**src/rtl/io_periph_pkg.sv**
```systemverilog
// Shared MMIO address map, decode types and helpers for the I/O peripheral.
// Key debouncing is selected at build time with IO_KEY_DEBOUNCE_EN.
package io_periph_pkg;

    localparam int unsigned ADDR_W  = 16;
    localparam int unsigned DATA_W  = 32;
    localparam int unsigned NUM_HEX = 8;
    localparam int unsigned NUM_LCD = 8;

    localparam logic [ADDR_W-1:0] LEDR_ADDR        = 16'h7000;
    localparam logic [ADDR_W-1:0] LEDG_ADDR        = 16'h7010;
    localparam logic [ADDR_W-1:0] HEX_BASE         = 16'h7020;
    localparam logic [ADDR_W-1:0] LCD_BASE         = 16'h7040;
    localparam logic [ADDR_W-1:0] SW_ADDR          = 16'h7800;
    localparam logic [ADDR_W-1:0] KEY_ADDR         = 16'h7810;
    localparam logic [ADDR_W-1:0] MMIO_REGION_MASK = 16'hF000;
    localparam logic [ADDR_W-1:0] MMIO_REGION_BASE = 16'h7000;

    typedef enum logic [2:0] {
        REG_NONE,
        REG_LEDR,
        REG_LEDG,
        REG_HEX,
        REG_LCD,
        REG_SW,
        REG_KEY
    } io_reg_e;

    typedef struct packed {
        io_reg_e    kind;
        logic [2:0] idx;
    } io_sel_t;

    // Word-aligned address decode; HEX/LCD banks are eight consecutive words.
    function automatic io_sel_t io_decode(input logic [ADDR_W-1:0] addr);
        logic [ADDR_W-1:0] a;
        io_sel_t           sel;
        a        = {addr[ADDR_W-1:2], 2'b00};
        sel.kind = REG_NONE;
        sel.idx  = addr[4:2];
        if ((a & MMIO_REGION_MASK) == MMIO_REGION_BASE) begin
            if (a == LEDR_ADDR)                      sel.kind = REG_LEDR;
            else if (a == LEDG_ADDR)                 sel.kind = REG_LEDG;
            else if (a[ADDR_W-1:5] == HEX_BASE[ADDR_W-1:5]) sel.kind = REG_HEX;
            else if (a[ADDR_W-1:5] == LCD_BASE[ADDR_W-1:5]) sel.kind = REG_LCD;
            else if (a == SW_ADDR)                   sel.kind = REG_SW;
            else if (a == KEY_ADDR)                  sel.kind = REG_KEY;
        end
        return sel;
    endfunction

    function automatic logic [DATA_W-1:0] byte_merge(input logic [DATA_W-1:0] old_val,
                                                     input logic [DATA_W-1:0] wdata,
                                                     input logic [3:0]        bmask);
        logic [DATA_W-1:0] res;
        res = old_val;
        for (int b = 0; b < 4; b++) begin
            if (bmask[b]) res[8*b +: 8] = wdata[8*b +: 8];
        end
        return res;
    endfunction

endpackage

```
**src/rtl/io_debounce.sv**
```systemverilog
// Two-flop synchroniser with optional per-bit stable-count debounce.
// Counters exist only when IO_KEY_DEBOUNCE_EN is defined.
module io_debounce #(
    parameter int unsigned WIDTH           = 32,
    parameter int unsigned DEBOUNCE_CYCLES = 16
) (
    input  logic             clk_i,
    input  logic             rst_ni,
    input  logic [WIDTH-1:0] d_i,
    output logic [WIDTH-1:0] q_o
);

    logic [WIDTH-1:0] r_meta;
    logic [WIDTH-1:0] r_sync;

    always_ff @(posedge clk_i or negedge rst_ni) begin
        if (!rst_ni) begin
            r_meta <= '0;
            r_sync <= '0;
        end else begin
            r_meta <= d_i;
            r_sync <= r_meta;
        end
    end

`ifdef IO_KEY_DEBOUNCE_EN
    localparam int unsigned     CNT_W    = $clog2(DEBOUNCE_CYCLES);
    localparam logic [CNT_W-1:0] CNT_LAST = CNT_W'(DEBOUNCE_CYCLES - 1);

    logic [CNT_W-1:0] r_cnt [WIDTH];
    logic [WIDTH-1:0] r_val;

    // Commit a bit only after it disagrees for DEBOUNCE_CYCLES consecutive edges.
    always_ff @(posedge clk_i or negedge rst_ni) begin
        if (!rst_ni) begin
            r_val <= '0;
            for (int i = 0; i < int'(WIDTH); i++) r_cnt[i] <= '0;
        end else begin
            for (int i = 0; i < int'(WIDTH); i++) begin
                if (r_sync[i] != r_val[i]) begin
                    if (r_cnt[i] == CNT_LAST) begin
                        r_val[i] <= r_sync[i];
                        r_cnt[i] <= '0;
                    end else begin
                        r_cnt[i] <= r_cnt[i] + CNT_W'(1);
                    end
                end else begin
                    r_cnt[i] <= '0;
                end
            end
        end
    end

    assign q_o = r_val;
`else
    // Debounce length has no effect without the counters.
    localparam int unsigned unused_debounce_cycles = DEBOUNCE_CYCLES;

    assign q_o = r_sync;
`endif

endmodule

```
**src/rtl/io_periph.sv**
```systemverilog
// Memory-mapped LED/HEX/LCD output registers plus synchronised SW/KEY inputs.
// Define IO_KEY_DEBOUNCE_EN to debounce KEY; SW is only synchronised.
module io_periph
    import io_periph_pkg::*;
#(
    parameter int unsigned DEBOUNCE_CYCLES = 16
) (
    input  logic        clk_i,
    input  logic        rst_ni,
    input  logic [15:0] addr_i,
    input  logic        wren_i,
    input  logic [31:0] wdata_i,
    input  logic [3:0]  bmask_i,
    output logic [31:0] rdata_o,
    output logic        hit_o,
    input  logic [31:0] io_sw_i,
    input  logic [31:0] io_key_i,
    output logic [31:0] io_ledr_o,
    output logic [31:0] io_ledg_o,
    output logic [31:0] io_hex0_o,
    output logic [31:0] io_hex1_o,
    output logic [31:0] io_hex2_o,
    output logic [31:0] io_hex3_o,
    output logic [31:0] io_hex4_o,
    output logic [31:0] io_hex5_o,
    output logic [31:0] io_hex6_o,
    output logic [31:0] io_hex7_o,
    output logic [31:0] io_lcd0_o,
    output logic [31:0] io_lcd1_o,
    output logic [31:0] io_lcd2_o,
    output logic [31:0] io_lcd3_o,
    output logic [31:0] io_lcd4_o,
    output logic [31:0] io_lcd5_o,
    output logic [31:0] io_lcd6_o,
    output logic [31:0] io_lcd7_o
);

    io_sel_t     w_sel;
    logic [31:0] w_key_val;
    logic [31:0] r_ledr;
    logic [31:0] r_ledg;
    logic [31:0] r_hex [NUM_HEX];
    logic [31:0] r_lcd [NUM_LCD];
    logic [31:0] r_sw_meta;
    logic [31:0] r_sw_sync;

    assign w_sel = io_decode(addr_i);

    // Byte-masked stores; SW, KEY and misses fall through untouched.
    always_ff @(posedge clk_i or negedge rst_ni) begin
        if (!rst_ni) begin
            r_ledr <= '0;
            r_ledg <= '0;
            for (int i = 0; i < int'(NUM_HEX); i++) r_hex[i] <= '0;
            for (int i = 0; i < int'(NUM_LCD); i++) r_lcd[i] <= '0;
        end else if (wren_i) begin
            case (w_sel.kind)
                REG_LEDR: r_ledr             <= byte_merge(r_ledr, wdata_i, bmask_i);
                REG_LEDG: r_ledg             <= byte_merge(r_ledg, wdata_i, bmask_i);
                REG_HEX:  r_hex[w_sel.idx]   <= byte_merge(r_hex[w_sel.idx], wdata_i, bmask_i);
                REG_LCD:  r_lcd[w_sel.idx]   <= byte_merge(r_lcd[w_sel.idx], wdata_i, bmask_i);
                default:  ;
            endcase
        end
    end

    always_ff @(posedge clk_i or negedge rst_ni) begin
        if (!rst_ni) begin
            r_sw_meta <= '0;
            r_sw_sync <= '0;
        end else begin
            r_sw_meta <= io_sw_i;
            r_sw_sync <= r_sw_meta;
        end
    end

    io_debounce #(
        .WIDTH           (32),
        .DEBOUNCE_CYCLES (DEBOUNCE_CYCLES)
    ) u_key_db (
        .clk_i  (clk_i),
        .rst_ni (rst_ni),
        .d_i    (io_key_i),
        .q_o    (w_key_val)
    );

    // Load path is address-only so the core can use it within its single cycle.
    always_comb begin
        rdata_o = '0;
        hit_o   = (w_sel.kind != REG_NONE);
        case (w_sel.kind)
            REG_LEDR: rdata_o = r_ledr;
            REG_LEDG: rdata_o = r_ledg;
            REG_HEX:  rdata_o = r_hex[w_sel.idx];
            REG_LCD:  rdata_o = r_lcd[w_sel.idx];
            REG_SW:   rdata_o = r_sw_sync;
            REG_KEY:  rdata_o = w_key_val;
            default:  rdata_o = '0;
        endcase
    end

    assign io_ledr_o = r_ledr;
    assign io_ledg_o = r_ledg;
    assign io_hex0_o = r_hex[0];
    assign io_hex1_o = r_hex[1];
    assign io_hex2_o = r_hex[2];
    assign io_hex3_o = r_hex[3];
    assign io_hex4_o = r_hex[4];
    assign io_hex5_o = r_hex[5];
    assign io_hex6_o = r_hex[6];
    assign io_hex7_o = r_hex[7];
    assign io_lcd0_o = r_lcd[0];
    assign io_lcd1_o = r_lcd[1];
    assign io_lcd2_o = r_lcd[2];
    assign io_lcd3_o = r_lcd[3];
    assign io_lcd4_o = r_lcd[4];
    assign io_lcd5_o = r_lcd[5];
    assign io_lcd6_o = r_lcd[6];
    assign io_lcd7_o = r_lcd[7];

endmodule

```
**config.mk**
```make
export PLATFORM = sky130hd
export DESIGN_NAME = io_periph
export DESIGN_NICKNAME = d
export VERILOG_FILES = /design/src/rtl/io_periph_pkg.sv /design/src/rtl/io_debounce.sv /design/src/rtl/io_periph.sv
export SDC_FILE = /design/constraint.sdc
export NUM_CORES = 1
export LEC_CHECK = 0
export CAP_MARGIN = 20
export CORE_MARGIN = 4
export CORE_UTILIZATION = 38
export DETAILED_ROUTE_END_ITERATION = 12
export GPL_TIMING_DRIVEN = 0
export SLEW_MARGIN = 20
export SYNTH_ARGS = -nofsm -noshare
export SYNTH_HDL_FRONTEND = slang
export SYNTH_HIERARCHICAL = 1
export SYNTH_SLANG_ARGS = --single-unit
```
**constraint.sdc**
```tcl
create_clock -name clk_i -period 3.9 [get_ports clk_i]
set_input_delay 0.78 -clock clk_i [delete_from_list [all_inputs] [get_ports clk_i]]
set_output_delay 0.78 -clock clk_i [all_outputs]
set_load 0.03 [all_outputs]
```
Word-level counts from Yosys, hierarchy flattened
Index checks and enable logic that the tools add are counted.

operators by class
  magnitude comparators = 2
  multiplexer cells = 42
  equal/unequal tests = 13
  bitwise gates (word level) = 1
  reductions and logical operators = 12

operators with widths
  cell                    count
  $bwmux W256             2
  $bmux W32 S3            2
  $mux W8                 24
  $pmux W32 S6            1
  $mux W32                5
  $demux W32 S3           1
  $eq A14 B13 Y1 const B  4
  $reduce_and A3 Y1       8
  $eq A11 B10 Y1 const B  2
  $mux W3                 7
  $eq A3 B3 Y1 const B    3
  $eq A3 B2 Y1 const B    2
  $eq A4 B3 Y1 const B    1
  $ge A4 B4 Y1 const B    1
  $lt A4 B1 Y1 const B    1
  $not A3 Y4              1
  $reduce_and A2 Y1       2
  $eq A3 B1 Y1 const B    1
  $reduce_bool A3 Y1      1
  $logic_and A1 B1 Y1     1

storage, ports and cells
  bits in registers = 704
  output and inout port bits = 609
  word-level logic and storage cells = 98

Logic depth before layout (Yosys ltp)
Gate-level depths: netlist of run 1.

  depth after elaboration = 12
  mapped depth = 10
  depth with buffers taken out = 5

Hierarchy
Netlist of run 1, hierarchy kept.

modules (own cells, without submodules)
  module       area an instance (µm²)  times used  cells each  sequential area each (µm²)
  io_periph    28651.2                 1           2716        16015.4
  io_debounce  1601.5                  1           64          1601.5

Worst setup path after synthesis of run 1
No wires, ideal clock.

  kind = in2out
  from = in addr_i[15]
  to = out rdata_o[26]
  data arrival time = 2.744 ns
  slack = 0.376 ns
  cell stages on the path = 6
  path buffers = 2
  cells stage by stage = nand4b_4 > or3_1 > clkbuf_1 > or3_1 > clkbuf_1 > o21ai_0

on the way
  longest elaborated chain between the ends = 10
  elaborated cells on any way between the ends = 21

RTL lines
  item                                        RTL line             source
  start, declared                             io_periph.sv:10      input logic [15:0] addr_i,
  $eq A14 B13 Y1                              io_periph_pkg.sv:47  else if (a == KEY_ADDR) sel.kind = REG_KEY;
  $mux W3                                     io_periph_pkg.sv:47
  $mux W3                                     io_periph_pkg.sv:46  else if (a == SW_ADDR) sel.kind = REG_SW;
  $mux W3                                     io_periph_pkg.sv:45  else if (a[ADDR_W-1:5] == LCD_BASE[ADDR_W-1:5]) sel.kind = REG_LCD;
  $mux W3                                     io_periph_pkg.sv:44  else if (a[ADDR_W-1:5] == HEX_BASE[ADDR_W-1:5]) sel.kind = REG_HEX;
  $mux W3                                     io_periph_pkg.sv:43  else if (a == LEDG_ADDR) sel.kind = REG_LEDG;
  $mux W3                                     io_periph_pkg.sv:42  if (a == LEDR_ADDR) sel.kind = REG_LEDR;
  $mux W3 (*)                                 io_periph_pkg.sv:41  if ((a & MMIO_REGION_MASK) == MMIO_REGION_BASE) begin
  $eq A3 B3 Y1, or another cell as far along  io_periph.sv:91      case (w_sel.kind)
  $pmux W32 S6 (*)                            io_periph.sv:91
  end, declared                               io_periph.sv:14      output logic [31:0] rdata_o,

Mark *: on every way between the ends. The rest lies on a longest branch, timed or not.

Worst setup path in the final report of run 1
  from = in addr_i[8]
  to = out rdata_o[0]

on the way
  longest elaborated chain between the ends = 10
  elaborated cells on any way between the ends = 20

RTL lines
  item                                        RTL line
  $eq A14 B13 Y1                              io_periph_pkg.sv:47
  $mux W3                                     io_periph_pkg.sv:47
  $mux W3                                     io_periph_pkg.sv:46
  $mux W3                                     io_periph_pkg.sv:45
  $mux W3                                     io_periph_pkg.sv:44
  $mux W3                                     io_periph_pkg.sv:43
  $mux W3 (*)                                 io_periph_pkg.sv:42
  $mux W3 (*)                                 io_periph_pkg.sv:41
  $eq A3 B3 Y1, or another cell as far along  io_periph.sv:91
  $pmux W32 S6 (*)                            io_periph.sv:91

Marked as above.

==> metrics.md, run 1 <==
| Metric | Value |
|---|---|
| Initial DRT Pass Iterations | 6 |
| Outcome | finished, violations left |
| Top Ports | 728 |
| Die area | 84190 um2 |
| Fin util | 54.96% |
| Initial Util | 38.29% |
| Hold Path Class | reg2reg |
| Clock tree buffer depth | 3 |
| CP top delay family | simple AND/OR/NAND/NOR gates |
| Share of layout cells above drive strength 1 | 15.62% |
| Post-route setup slack | -0.08724 ns |
| IO Port Bufs | 722 |
| Worst Hold Launch | r_sw_meta[23]$_DFF_PN0_ |
| Largest net degree at the start of global routing | 101 |
| Setup crit start kind | primary input |
| Switch Pwr | 4.292 mW |
| Reg clk slew, reported paths | 0.06 ns |
| Via-to-Cell Ratio | 6.274 |
| PnR Total Power | 16.88 mW |
| Layout area overhead | 43.52% |
| Antenna Nets Post-Route | 0 |
| Most common cell in the netlist | dfrtp_1 |
| DR iter-0 viols | 4585 |
| Cell Area, Synth | 30250 um2 |
| R2R depth | 5 |
| Setup violations, final | 7 |
| WHS Path Cells | 0 |
| Post-DP HPWL | 134.4 mm |
| TritonCTS clock tree | yes |
| CP endpoint kind | output port |
| Wirelength, routed | 182.5 mm |
| # nets final | 3749 |
| Synth cell count leaders | dfrtp_1, nand2_1, o21ai_0 |
| Number of max-cap violations | 0 |
| Synth Flop Type | dfrtp_1 |
| CTS root buf | clkbuf_16 |
| Clock Latency Late Sink | 0.66 ns |
| Fin crit period | 3.987 ns |
| Via count | 29.79k |
| Fill cells | 6978 |
| Maximum vdd drop | 378.3 uV |
| FF-to-FF Start | io_hex1_o[14]$_DFFE_PN0P_ |
| First-pass GRT wire length | 244.9 mm |
| RSZ-0062 raised after global routing | yes |
| Worst setup skew after layout | 0.02420 ns |
| Flop pwr share | 43.9% |
| Yosys cell types | 69 |
| Die height | 290.2 um |
| Total CTS buffers | 80 |
| Ys async rst share | 100.0% |
| Crit path DAT | 3.21 ns |
| Slew Limit Headroom | 17.14% |
| Syn Area/Cell | 10.88 um2 |
| F_max | 250.8 MHz |
| Post-synth EDFFs | 0 |
| Mapped Cells | 2780 |
| DRC Markers | 0 |
| WS Path Type | in2out |
| Critical-path cell list | clkdlybuf4s50_1 -> or4b_4 -> or3_4 -> clkbuf_16 -> o211ai_1 -> buf_4 |
| Initial antenna violation count | 13 |
| Sw frac | 25.42% |
| Crit-path slowest cell | or4b_4 |
| R2R setup slack | 1.54 ns |
| Clock power share | 48.3% |
| Top cell type's share of synthesized area | 58.23% |
| Crit. Startpoint | addr_i[8] |
| Bufs and invs on worst path | 3 |
| # H-tree levels | 3 |
| Capture point of the worst reg-to-reg path | io_hex2_o[14]$_DFFE_PN0P_ |
| Hold path endpoint | r_sw_sync[23]$_DFF_PN0_ |
| Vias in the first global route | 28.71k |
| Internal | 12.59 mW |
| Static Leak | 18.43 nW |
| Synth Register Bits | 704 |
| Post-DR wirelength/cell | 38.43 um |
| Gate power share | 7.9% |
| Synth area leader | dfrtp_1 |
| Core area | 79000 um2 |
| Failing checks | negative setup slack |
| CP Data Required Time | 3.12 ns |
| CP max FO | 5 |
| GRT Residual Overflow | 0 |
| Final slew viol count | 0 |
| Row count | 103 |
| Post-Syn Nets | 2899 |
| Clk sink count | 704 |
| Final Hold Fails | 0 |
| Power Dens Cells | 388.8 nW/um2 |
| GPL Wtd Cong | 0.9967 |
| Max incr delay on CP | 0.60 ns |
| Die Width | 290.2 um |
| Synth warnings | 6 |
| Synth top area cells | dfrtp_1, nand2_1, o21ai_0 |
| Worst-Margin Slew | 1.238 ns |
| Sequential element share of the synthesized area | 58.23% |
| Final period util | 102.2% |
| Global Route Usage Sum | 41.76% |
cells in the final DEF (no fill, tap or decap), types with 32 or more instances in the layout:
cell and count:
dfrtp_1 704, clkdlybuf4s50_1 679, nand2_1 556, o21ai_0 390, mux2i_1 137, o31ai_1 125, clkbuf_1 101, mux2_2 91
clkbuf_16 83, a22oi_1 80, buf_4 66, nor2_1 60, a221oi_1 41, buf_2 32
power by group through the flow:
stage | logic, mW | registers, mW | clock network (mW)
6_report | 1.33 | 7.40 | 8.15
5_1_grt | 1.34 | 7.41 | 8.43
4_1_cts | 1.27 | 7.40 | 8.14
3_5_place_dp | 1.16 | 7.54 | 0
3_3_place_gp | 1.13 | 7.57 | 0
2_1_floorplan | 0.389 | 7.54 | 0
kinds of logic after synthesis:
logic type,after synthesis,synth area share [%]
flops,704,58.23
simple gates,757,10.89
buf+inv,211,3.214
compound gates,861,18.62
mux,247,9.049
layout make-up:
class                           count  area, um2  area share [%]
Antenna cell                        6      15.01         0.03458
Buffer                            195       1480           3.409
Clock buffer                      116       2369           5.455
Clock inverter                     29      429.2          0.9884
Inverter                            7      33.78         0.07781
Multi-Input combinational cell   1865      12270           28.27
Sequential cell                   704      17620           40.57
Tap cell                         1050       1314           3.026
Timing Repair Buffer              777       7888           18.17
worst max-delay path by stage:
stage / end / cells after the start
2_1_floorplan: rdata_o[26] / 6
3_3_place_gp: io_lcd1_o[17]$_DFFE_PN0P_ / 1
3_5_place_dp: rdata_o[9] / 10
4_1_cts: rdata_o[0] / 9
5_1_grt: rdata_o[0] / 6
6_report: rdata_o[0] / 6
worst register-to-register path, stage by stage, from the launching register on:
cell and delay, ns:
dfrtp_1 0.40, mux2i_1 0.17, o22a_1 0.20, o221ai_4 0.21, o21bai_1 0.93, o21ai_0 0.26
per-stage QoR:
stage / hold WS (ns) / setup WS (ns) / cell area, um2 / instances / setup TNS [ns]
after detailed placement: 0.3347 / -2.025 / 39050 / 4562 / -136.46
final: 0.3426 / -0.08724 / 43420 / 4749 / -0.1644
after CTS: 0.3439 / -0.06077 / 43200 / 4733 / -0.09061
after global routing: 0.3507 / -0.03807 / 43410 / 4745 / -0.06701
after global placement: 0.3326 / -30.38 / 38790 / 4552 / -
after floorplan: 0.3312 / 0.3761 / 30250 / 2780 / 0
what timing repair did:
action                                  4_1_cts  5_1_grt
resized for setup                           473       35
hold buffers                                  1        0
buffers inserted                             31       10
gates cloned                                  2        1
endpoints found under the setup margin       41       24
pin swaps                                    21        8
endpoints found under the hold margin        29        0
per-layer routing:
layer	routed length, um	vias to the layer above	GRT usage, %	share of wire, %
li1	-	11800	-	-
met1	63200	14990	49.64	35
met2	78390	2352	62.23	43
met3	26610	639	18.50	15
met4	14280	6	25.74	7.8
met5	42	-	0	0.023
(Power assumes the default switching activity.)
==> inputs of run 2 (changes only) <==
CORE_MARGIN = default   (was 4)
CORE_UTILIZATION = 35   (was 38)
==> metrics.md, run 2 (synthesis results as in run 1) <==
| Metric | Value |
|---|---|
| Outcome | finished, violations left |
| Failing checks | negative setup slack |
| Crit path DAT | 3.21 ns (about the same) |
| Layout area overhead | 42.04% |
| Post-DP HPWL | 135.2 mm (+0.66%) |
| Wirelength, routed | 184.3 mm (+0.99%) |
| Levels on crit path | 7 (+1) |
| Worst setup skew after layout | 0.01604 ns (-0.008164 ns) |
| DP Area | 39160 um2 (+0.29%) |
| Die Width | 296 um (+2.0%) |
| F_max | 250.7 MHz (about the same) |
| Worst-Margin Slew | 1.261 ns (+0.02306 ns) |
| DRC Markers | 0 (unchanged) |
| First-pass GRT wire length | 245.1 mm (about the same) |
| Via count | 29.81k (+0.057%) |
| Via-to-Cell Ratio | 6.185 (-1.4%) |
| IO Port Bufs | 722 (unchanged) |
| Worst Hold Launch | r_sw_meta[6]$_DFF_PN0_ |
| FF-to-FF Start | io_hex7_o[12]$_DFFE_PN0P_ |
| Final Hold Slack | 0.3454 ns (+0.002788 ns) |
| Reg clk slew, reported paths | 0.05 ns (about the same) |
| Flop pwr share | 45.2% (+1.3 points) |
| Clk sink count | 704 (unchanged) |
| # H-tree levels | 3 (unchanged) |
| Final period util | 102.3% (about the same) |
| CP Data Required Time | 3.12 ns (about the same) |
| Hold Path Class | reg2reg |
| Design Area, Final | 42970 um2 (-1.0%) |
| GRT Residual Overflow | 0 (unchanged) |
| Internal | 12.15 mW (-3.5%) |
| Global Route Usage Sum | 41.48% (-0.28 points) |
| Sw frac | 25.90% (+0.48 points) |
| Die area | 87620 um2 (+4.1%) |
| CP top delay family | compound AO/OA/AOI/OAI gates |
| Switch Pwr | 4.246 mW (-1.1%) |
| Clock power share | 46.8% (-1.5 points) |
| Initial DRT Pass Iterations | 8 (+2) |
| Initial Util | 35.42% (-2.9 points) |
| Static Leak | 18.14 nW (-1.6%) |
| Slew Limit Headroom | 15.91% (-1.2 points) |
| Final slew viol count | 0 (unchanged) |
| Setup violations, final | 12 (+5) |
| Die height | 296 um (+2.0%) |
| Crit. Startpoint | addr_i[3] |
| # nets final | 3729 (-0.53%) |
| TNS Setup | -0.3782 ns (-0.2138 ns) |
| TritonCTS clock tree | yes |
| Area of the multi-input gates | 12220 um2 (-0.44%) |
| Share of layout cells above drive strength 1 | 14.82% (-0.81 points) |
| Most common cell after layout, fill and taps aside | dfrtp_1 |
| Post-DR wirelength/cell | 38.24 um (-0.49%) |
| Commonest non-fill, non-tap cells in the layout | dfrtp_1, clkdlybuf4s50_1, nand2_1 |
| Clock tree buffer depth | 3 (unchanged) |
| CP endpoint kind | output port |
| Number of max-cap violations | 0 (unchanged) |
| Top Ports | 728 (unchanged) |
| Fin crit period | 3.988 ns (+0.001028 ns) |
| Gate power share | 8.0% (about the same) |
| CTS root buf | clkbuf_16 |
| Antenna Nets Post-Route | 0 (unchanged) |
| Final Hold Fails | 0 (unchanged) |
| Register area | 17620 um2 (unchanged) |
| Largest net degree at the start of global routing | 96 (-5.0%) |
| R2R depth | 5 (unchanged) |
| GPL Wtd Cong | 0.9827 (-1.4%) |
| Power Dens Cells | 381.5 nW/um2 (-1.9%) |
| Post-route setup slack | -0.08827 ns (-0.001028 ns) |
| Critical-path cell list | clkdlybuf4s15_2 -> buf_8 -> nand2b_1 -> o22a_1 -> o221ai_2 -> a221o_1 -> buf_6 |
| WHS Path Cells | 0 (unchanged) |
| Pre-CTS setup slack | -2.279 ns (-0.2544 ns) |
| PnR Total Power | 16.39 mW (-2.9%) |
| DR iter-0 viols | 4040 (-12%) |
| Maximum vdd drop | 319.9 uV (-15%) |
| Max incr delay on CP | 0.72 ns (+0.12 ns) |
| RSZ-0062 raised after global routing | yes |
| Vias in the first global route | 28.48k (-0.79%) |
| Fill cells | 7969 (+14%) |
| Crit-path slowest cell | nand2b_1 |
| Initial antenna violation count | 15 (+2) |
| Setup crit start kind | primary input |
| Core area | 85410 um2 (+8.1%) |
| Clock Latency Late Sink | 0.65 ns (about the same) |
| WS Path Type | in2out |
| Total CTS buffers | 80 (unchanged) |
| Bufs and invs on worst path | 3 (unchanged) |
| CP max FO | 10 (+5) |
| Row count | 107 (+3.9%) |
==> run 2: what timing repair did <==
item / CTS / global route
buffers inserted: 19 / 6
hold endpoints to repair: 26 / 0
gates resized for setup: 425 / 49
hold buffers: 1 / 0
pin swaps: 18 / 9
setup endpoints to repair: 67 / 28
==> run 2: path summary, 6_finish.rpt <==
kind	endpoint	slack (ns)
max in group asynchronous	io_lcd2_o[1]$_DFFE_PN0P_	1.48
setup reg to reg	io_hex2_o[12]$_DFFE_PN0P_	1.46
hold reg to reg	r_sw_sync[6]$_DFF_PN0_	0.35
hold / removal	r_sw_sync[6]$_DFF_PN0_	0.35
setup / recovery	rdata_o[6]	-0.09
min in group asynchronous	r_sw_meta[30]$_DFF_PN0_	0.57
==> run 2: worst reg2reg max path, cell delays in order, from the launching register on <==
cell,delay [ns]
dfrtp_1,0.40
mux2i_1,0.21
o22a_1,0.20
o221ai_4,0.21
o21bai_1,0.97
o21ai_0,0.28
==> run 2: area by class of cell <==
cell class,count,area share (%)
Tap cell,1144,3.331
Inverter,7,0.08735
Clock buffer,110,5.180
Clock inverter,33,0.8677
Buffer,194,3.343
Timing Repair Buffer,758,17.72
Sequential cell,704,41.00
Multi-Input combinational cell,1865,28.44
Antenna cell,5,0.02912
==> run 2: layer usage <==
| metal | vias to the layer above | part of all wire (%) | GRT usage, % |
|---|---|---|---|
| met1 | 15020 | 35 | 49.27 |
| met5 | - | 0.061 | 0 |
| met2 | 2418 | 44 | 62.07 |
| li1 | 11720 | - | - |
| met3 | 634 | 14 | 17.30 |
| met4 | 18 | 7.2 | 26.11 |
==> run 2: through the flow <==
| stage | util (%) | std cells |
|---|---|---|
| after floorplan | - | 2780 |
| after global placement | 45.56 | 4646 |
| after detailed placement | 45.85 | 4656 |
| after CTS | 50.07 | 4811 |
| after global routing | 50.29 | 4815 |
| final | 50.31 | 4820 |
==> run 2: power by group through the flow <==
| stage | Sequential, mW | Clock (mW) | Combinational [mW] |
|---|---|---|---|
| CTS | 7.41 | 7.67 | 1.24 |
| finish | 7.40 | 7.67 | 1.31 |
| detailed placement | 7.54 | 0 | 1.17 |
| global route | 7.41 | 7.97 | 1.32 |
| floorplan | 7.54 | 0 | 0.389 |
| global placement | 7.57 | 0 | 1.13 |
